`src/rtl/inst_queue.sv`:
```
// inst_queue: in-order instruction buffer between fetch and decode.
// Holds up to DEPTH {inst, pc, is_jump, is_branch} entries and predecodes
// j / beq at enqueue time so decode reads ready-made flags.
//
// Handshake: a transfer happens on a rising edge where valid && ready are
// both high on that side. in_ready depends only on the registered count, so
// a full queue refuses a word even when decode is consuming in the same
// cycle. out_valid and the head fields depend only on registered state.
// Upstream may drop in_valid without a transfer. While out_valid=1 and
// out_ready=0 the head fields do not change.
module inst_queue #(
    parameter int DEPTH = 2
) (
    input  logic                       clk,
    input  logic                       rst_n,
    input  logic                       in_valid,
    output logic                       in_ready,
    input  logic [31:0]                in_inst,
    input  logic [29:0]                in_pc,
    output logic                       out_valid,
    input  logic                       out_ready,
    output logic [31:0]                out_inst,
    output logic [29:0]                out_pc,
    output logic                       out_is_jump,
    output logic                       out_is_branch,
    input  logic                       flush,
    output logic [$clog2(DEPTH):0]     count
);

    localparam int PW = $clog2(DEPTH);
    localparam int CW = PW + 1;

    localparam logic [5:0] OP_J   = 6'b000010;
    localparam logic [5:0] OP_BEQ = 6'b000100;

    typedef struct packed {
        logic [31:0] inst;
        logic [29:0] pc;
        logic        is_jump;
        logic        is_branch;
    } entry_t;

    // Storage is deliberately left without reset; the count masks stale data.
    entry_t        mem_q [DEPTH];
    entry_t        mem_d [DEPTH];

    logic [PW-1:0] wr_ptr_q;
    logic [PW-1:0] wr_ptr_d;
    logic [PW-1:0] rd_ptr_q;
    logic [PW-1:0] rd_ptr_d;
    logic [CW-1:0] count_q;
    logic [CW-1:0] count_d;

    logic          enq;
    logic          deq;
    entry_t        in_entry;
    entry_t        head;

    // Predecode the incoming word into a storage entry.
    always_comb begin
        in_entry           = '0;
        in_entry.inst      = in_inst;
        in_entry.pc        = in_pc;
        in_entry.is_jump   = (in_inst[31:26] == OP_J);
        in_entry.is_branch = (in_inst[31:26] == OP_BEQ);
    end

    // Handshake qualifiers; flush suppresses the effect of both transfers.
    always_comb begin
        in_ready  = (count_q < CW'(DEPTH));
        out_valid = (count_q != '0);
        enq       = in_valid && in_ready && !flush;
        deq       = out_valid && out_ready && !flush;
    end

    // Next-state for pointers and occupancy; flush wins over everything.
    always_comb begin
        wr_ptr_d = wr_ptr_q;
        rd_ptr_d = rd_ptr_q;
        count_d  = count_q;
        if (flush) begin
            wr_ptr_d = '0;
            rd_ptr_d = '0;
            count_d  = '0;
        end else begin
            if (enq) begin
                wr_ptr_d = wr_ptr_q + PW'(1);
            end
            if (deq) begin
                rd_ptr_d = rd_ptr_q + PW'(1);
            end
            case ({enq, deq})
                2'b10:   count_d = count_q + CW'(1);
                2'b01:   count_d = count_q - CW'(1);
                default: count_d = count_q;
            endcase
        end
    end

    // Next-state for storage: only the slot at wr_ptr changes on enqueue.
    always_comb begin
        for (int i = 0; i < DEPTH; i++) begin
            mem_d[i] = mem_q[i];
        end
        if (enq) begin
            mem_d[wr_ptr_q] = in_entry;
        end
    end

    // Control registers: cleared asynchronously by reset.
    always_ff @(posedge clk or negedge rst_n) begin
        if (!rst_n) begin
            wr_ptr_q <= '0;
            rd_ptr_q <= '0;
            count_q  <= '0;
        end else begin
            wr_ptr_q <= wr_ptr_d;
            rd_ptr_q <= rd_ptr_d;
            count_q  <= count_d;
        end
    end

    // Entry storage: plain registers with no reset.
    always_ff @(posedge clk) begin
        for (int i = 0; i < DEPTH; i++) begin
            mem_q[i] <= mem_d[i];
        end
    end

    // Head presentation: stored entry at rd_ptr, zeroed when empty.
    always_comb begin
        head = mem_q[rd_ptr_q];
        if (!out_valid) begin
            head = '0;
        end
        out_inst      = head.inst;
        out_pc        = head.pc;
        out_is_jump   = head.is_jump;
        out_is_branch = head.is_branch;
        count         = count_q;
    end

endmodule

```
`config.mk`:
```
export PLATFORM = sky130hd
export DESIGN_NAME = inst_queue
export DESIGN_NICKNAME = d
export VERILOG_FILES = /design/src/rtl/inst_queue.sv
export SDC_FILE = /design/constraint.sdc
export NUM_CORES = 1
export LEC_CHECK = 0
export ABC_CLOCK_PERIOD_IN_PS = 6700
export BUFFER_PORTS_ARGS = -buffer_cell sky130_fd_sc_hd__buf_2
export CAP_MARGIN = 15
export CORE_UTILIZATION = 52
export CTS_CLUSTER_SIZE = 24
export DETAILED_ROUTE_END_ITERATION = 16
export GPL_TIMING_DRIVEN = 0
export HOLD_SLACK_MARGIN = 0.05
export PLACE_DENSITY_LB_ADDON = 0.05
export SETUP_SLACK_MARGIN = 0.05
export SKIP_CTS_REPAIR_TIMING = 1
export SLEW_MARGIN = 20
export SYNTH_ARGS = -nofsm -noshare
export SYNTH_HDL_FRONTEND = slang
export SYNTH_SLANG_ARGS = --single-unit
```
`constraint.sdc`:
```
create_clock -name clk -period 6.7 [get_ports clk]
set_input_delay 1.675 -clock clk [delete_from_list [all_inputs] [get_ports clk]]
set_output_delay 1.675 -clock clk [all_outputs]
set_load 0.005 [all_outputs]
```
# ---- Word level (Yosys, flattened, before mapping)
# Memories as Yosys holds them, arrays and structs flattened.
# Cells that the tools add are included.
dict set report op_classes {
  multipliers 0
  div_mod_pow 0
  n_bitwise 1
  n_eq_ne 4
  reduce_logical 10
  muxes 11
  magnitude_cmp 3
  n_shift 0
  n_addsub 4
}
# cell n
set op_table {}
lappend op_table {{128-bit bitwise mux} 1}
lappend op_table {{128-bit two-way mux} 1}
lappend op_table {{64-bit two-way mux} 2}
lappend op_table {{64-bit demux with 1-bit select} 1}
lappend op_table {{6-bit by 2-bit equality test with 1-bit output, second input constant} 1}
lappend op_table {{6-bit by 3-bit equality test with 1-bit output, second input constant} 1}
lappend op_table {{2-bit nonzero test} 3}
lappend op_table {{1-bit logical AND} 5}
lappend op_table {{1-bit two-way mux} 4}
lappend op_table {{2-bit one-hot mux with 2 select lines} 1}
lappend op_table {{3-bit nonzero test} 1}
lappend op_table {{1-bit adder, second input constant} 2}
lappend op_table {{2-bit by 1-bit adder with 2-bit output, second input constant} 1}
lappend op_table {{2-bit by 1-bit equality test with 1-bit output, second input constant} 1}
lappend op_table {{2-bit equality test, second input constant} 1}
lappend op_table {{2-bit >= comparator, second input constant} 1}
lappend op_table {{2-bit by 1-bit less-than comparator with 1-bit output, second input constant} 1}
lappend op_table {{2-bit less-than comparator, second input constant} 1}
lappend op_table {{2-bit two-way mux} 1}
lappend op_table {{1-bit NOT with 2-bit output} 1}
lappend op_table {{2-bit by 1-bit subtractor with 2-bit output, second input constant} 1}
lappend op_table {{1-bit zero test} 1}
dict set report totals {
  latch_bits 0
  word_cells 37
  romBits 0
  register_bits 4
  mem_count 1
  in_bits 67
  ramBits 128
  out_inout_bits 68
}
# name depth width rd rd_ports_with_merged_regs wr line
set mem_list {}
lappend mem_list {mem_q 2 64 3 0 2 44} ;# entry_t mem_q [DEPTH];

# ---- Depth between registers and ports, before layout
dict set report depth {
  ltp_word 7
  ltp_mapped 4
}

# ---- Worst setup path after synthesis
# OpenSTA, ideal clock, no wires.
dict set report synth_timing {
  path_kind {input to register}
  start {input in_valid}
  end {memory mem_q[1][0] (netlist bit) (enable)}
  path_buffers 0
  path_slack_ns -0.370
  arrival_time_ns 6.492
  required_time_ns 6.122
  stages 2
  path_cell_list {nand2b_1 nor3b_1}
}
# item line
set synth_lines {}
lappend synth_lines {{from (decl)} 16} ;# input logic in_valid,
lappend synth_lines {{to (decl)} 44}

# ---- Worst setup path in the final report
dict set report layout_timing {
  start {register count_q[1], in the netlist count[1]}
  end {output out_inst[9]}
}
dict set report layout_between {
  elab_chain_cells 2
}
# item line
set layout_rtl {}
lappend layout_rtl {{from (decl)} 51} ;# logic [CW-1:0] count_q;
lappend layout_rtl {{from (signal assigned)} 119} ;# count_q <= count_d;
lappend layout_rtl {{2-bit nonzero test} 71} ;# out_valid = (count_q != '0);
lappend layout_rtl {{64-bit two-way mux} 133} ;# if (!out_valid) begin
lappend layout_rtl {{to (decl)} 22} ;# output logic [31:0] out_inst,
# Every way passes these cells.

==> metrics.md <==
| Metric | Value |
|---|---|
| Ant diodes | 0 |
| Largest net degree at the start of global routing | 17 |
| Vias in the first global route | 2953 |
| CP peak stage delay | 0.43 ns |
| Power Dens Cells | 311 nW/um^2 |
| Most frequent cells in the layout | buf_2 (141), edfxtp_1 (128), nor2_1 (67), mux2i_1 (64), clkbuf_16 (16) |
| Commonest non-fill, non-tap cell in the layout | buf_2 |
| Worst Path Max Fanout | 10 |
| Fin crit period | 3.50 ns |
| Chip height | 101 um |
| Critical Path RT | 5.03 ns |
| Dominant cell type by area after synthesis | edfxtp_1 |
| Core Region | 9330 sq um |
| CTS buffer count | 17 |
| Post-DP HPWL | 6060 um |
| Syn Nets | 363 |
| Initial drt markers | 90 |
| CTS tree | built |
| Top cell by count, worst path | buf_2 |
| Clk_lat worst skew | 0.50 ns |
| Slowest CP cell | dfrtp_1 |
| Final GP Congestion | 0.742 |
| Row cnt | 35 |
| YS warnings | 0 |
| Total die area | 10200 sq um |
| Footprint of the multi-input gates | 1040 sq um |
| Final slew viol count | 0 |
| CTS Buffer Depth | 2 |
| Mapped Cells | 296 |
| Top cell type's share of synthesized area | 0.758 |
| Fin Clk Skew | 0.00497 ns |
| Slew @ Worst Pin | 0.542 ns |
| Drc violations | 0 |
| Clock transition at path regs | 0.06 ns |
| Total area of sequential cells | 3940 sq um |
| Synthesized cell area | 5070 sq um |
| Syn avg cell area | 17.1 sq um |
| Setup TNS | 0 ns |
| Die Wd | 101 um |
| Num ports | 135 |
| Status | complete, no violations |
| I/O Buffers | 134 |
| First-pass DRT Iterations | 4 |
| Leak pwr | 0.00261 uW |
| Endpoint class of the critical path | output pin |
| WL/cell | 15.1 um |
| Synth area leaders | edfxtp_1 (76%), mux2i_1 (13%), nor2_1 (5.0%), dfrtp_1 (2.0%), buf_6 (1.1%) |
| Crit Path Category | flop to output pin |
| CP Launch Type | flop |
| Share of layout cells above drive strength 1 | 0.408 |
| Vias/cell | 4.94 |
| CP arrival | 1.83 ns |
| Setup violators final | 0 |
| Hold/Removal Path Class | flop to flop |
| Initial antenna violation count | 0 |
| Max Cap Viol | 0 |
| Vias | 2964 |
| Global-route wire length before repair | 13700 um |
| Root buf cell | clkbuf_8 |
| Fin nets | 526 |
| Critical path, cell by cell | nor2_1, buf_2, buf_2, nor2_1, buf_2 |
| Period utilization | 0.523 |
| Seq cells post-synth | 132 |
| ANT nets after route | 0 |
| Total power | 2090 uW |
| RSZ-0062 raised after global routing | no |
| Yosys cell types | 20 |
| Max-slew headroom | 0.638 |
| Worst path top cell family by delay | buffers and inverters |
| CTS H-tree lvls | 4 |
| Synthesis-to-finish area growth | 32.5% |
| Grt ovf | 0 |
| Buf+Inv Stages, Crit Path | 3 |
| Gr usage total | 0.186 |
| Final instance area | 6720 sq um |
| Fmax | 0.286 GHz |
| Sequential area share after synthesis | 0.778 |
| Total Wirelength | 9060 um |
| Worst vdd ir | 170 uV |
| Initial Utilization | 0.544 |
| Final-report hold violation count | 0 |
| Fillers | 651 |
| CTS Sinks | 132 |
| Dpl cell area | 6100 sq um |
-- cells in the mapped netlist (all sizes together) --
cell type / number
a21oi: 2
buf: 13
clkbuf: 1
dfrtp: 4
edfxtp: 128
inv: 2
mux2: 1
mux2i: 64
nand2: 1
nand2b: 2
nor2: 67
nor2b: 2
nor3: 1
nor3b: 3
o21ai: 2
or4: 1
xor2: 2
-- tightest hold or removal path: stages (launching register included) --
cell and delay (ns):
dfrtp_1 0.43, nand2b_1 0.09, a21oi_1 0.05
-- layout make-up --
type                            instances  share of cell area
Sequential cell                       132               0.587
Timing Repair Buffer                  144               0.125
Clock inverter                         13              0.0307
Inverter                                2             0.00112
Multi-Input combinational cell        148               0.155
Buffer                                 14              0.0153
Clock buffer                           18              0.0622
Tap cell                              129              0.0240
-- through the flow --
step / worst slack (ns) / utilization / hold WS, ns / instances
2_1_floorplan: 1.88 / - / 0.536 / 296
3_3_place_gp: 0.335 / 0.634 / 0.552 / 559
3_5_place_dp: 3.32 / 0.654 / 0.612 / 569
4_1_cts: 3.14 / 0.720 / 0.620 / 600
5_1_grt: 3.05 / 0.720 / 0.667 / 600
6_report: 3.20 / 0.720 / 0.612 / 600
-- power by group --
group	internal (uW)	switching (uW)	leakage [uW]
clock	640	327	0.000303
sequential	944	8.56	0.00123
combinational	80.9	90.6	0.00108
total	1660	426	0.00261
-- path summary, 6_finish.rpt --
path,startpoint,to,slack (ns),cells after the start
max in group asynchronous,rst_n,rd_ptr_q,5.60,1
min reg2reg,count[1],count[1],0.61,2
max,count[1],out_inst[9],3.20,5
min,count[1],count[1],0.61,2
min in group asynchronous,rst_n,count[1],0.98,1
max reg2reg,count[1],mem_q[1][51],4.60,5
-- sequential cells by signal, summed over array words and instances (netlist names) --
name and count:
count 2, mem_q 128, rd_ptr_q 1, wr_ptr_q 1
-- logic make-up (layout without fill, tap and decap cells) --
logic type / after synthesis / in the layout / share of synthesized area
compound gates: 4 / 4 / 0.00395
xor+xnor: 2 / 2 / 0.00345
buf+inv: 16 / 191 / 0.0217
flops: 132 / 132 / 0.778
mux: 65 / 65 / 0.129
simple gates: 77 / 77 / 0.0649
-- metal layers --
layer / part of all wire / GRT usage
met3: 0.068 / 0.0541
met4: 0.016 / 0.0836
met5: 0 / 0
met1: 0.41 / 0.218
met2: 0.51 / 0.318
Power figures use the tool's default switching activity.
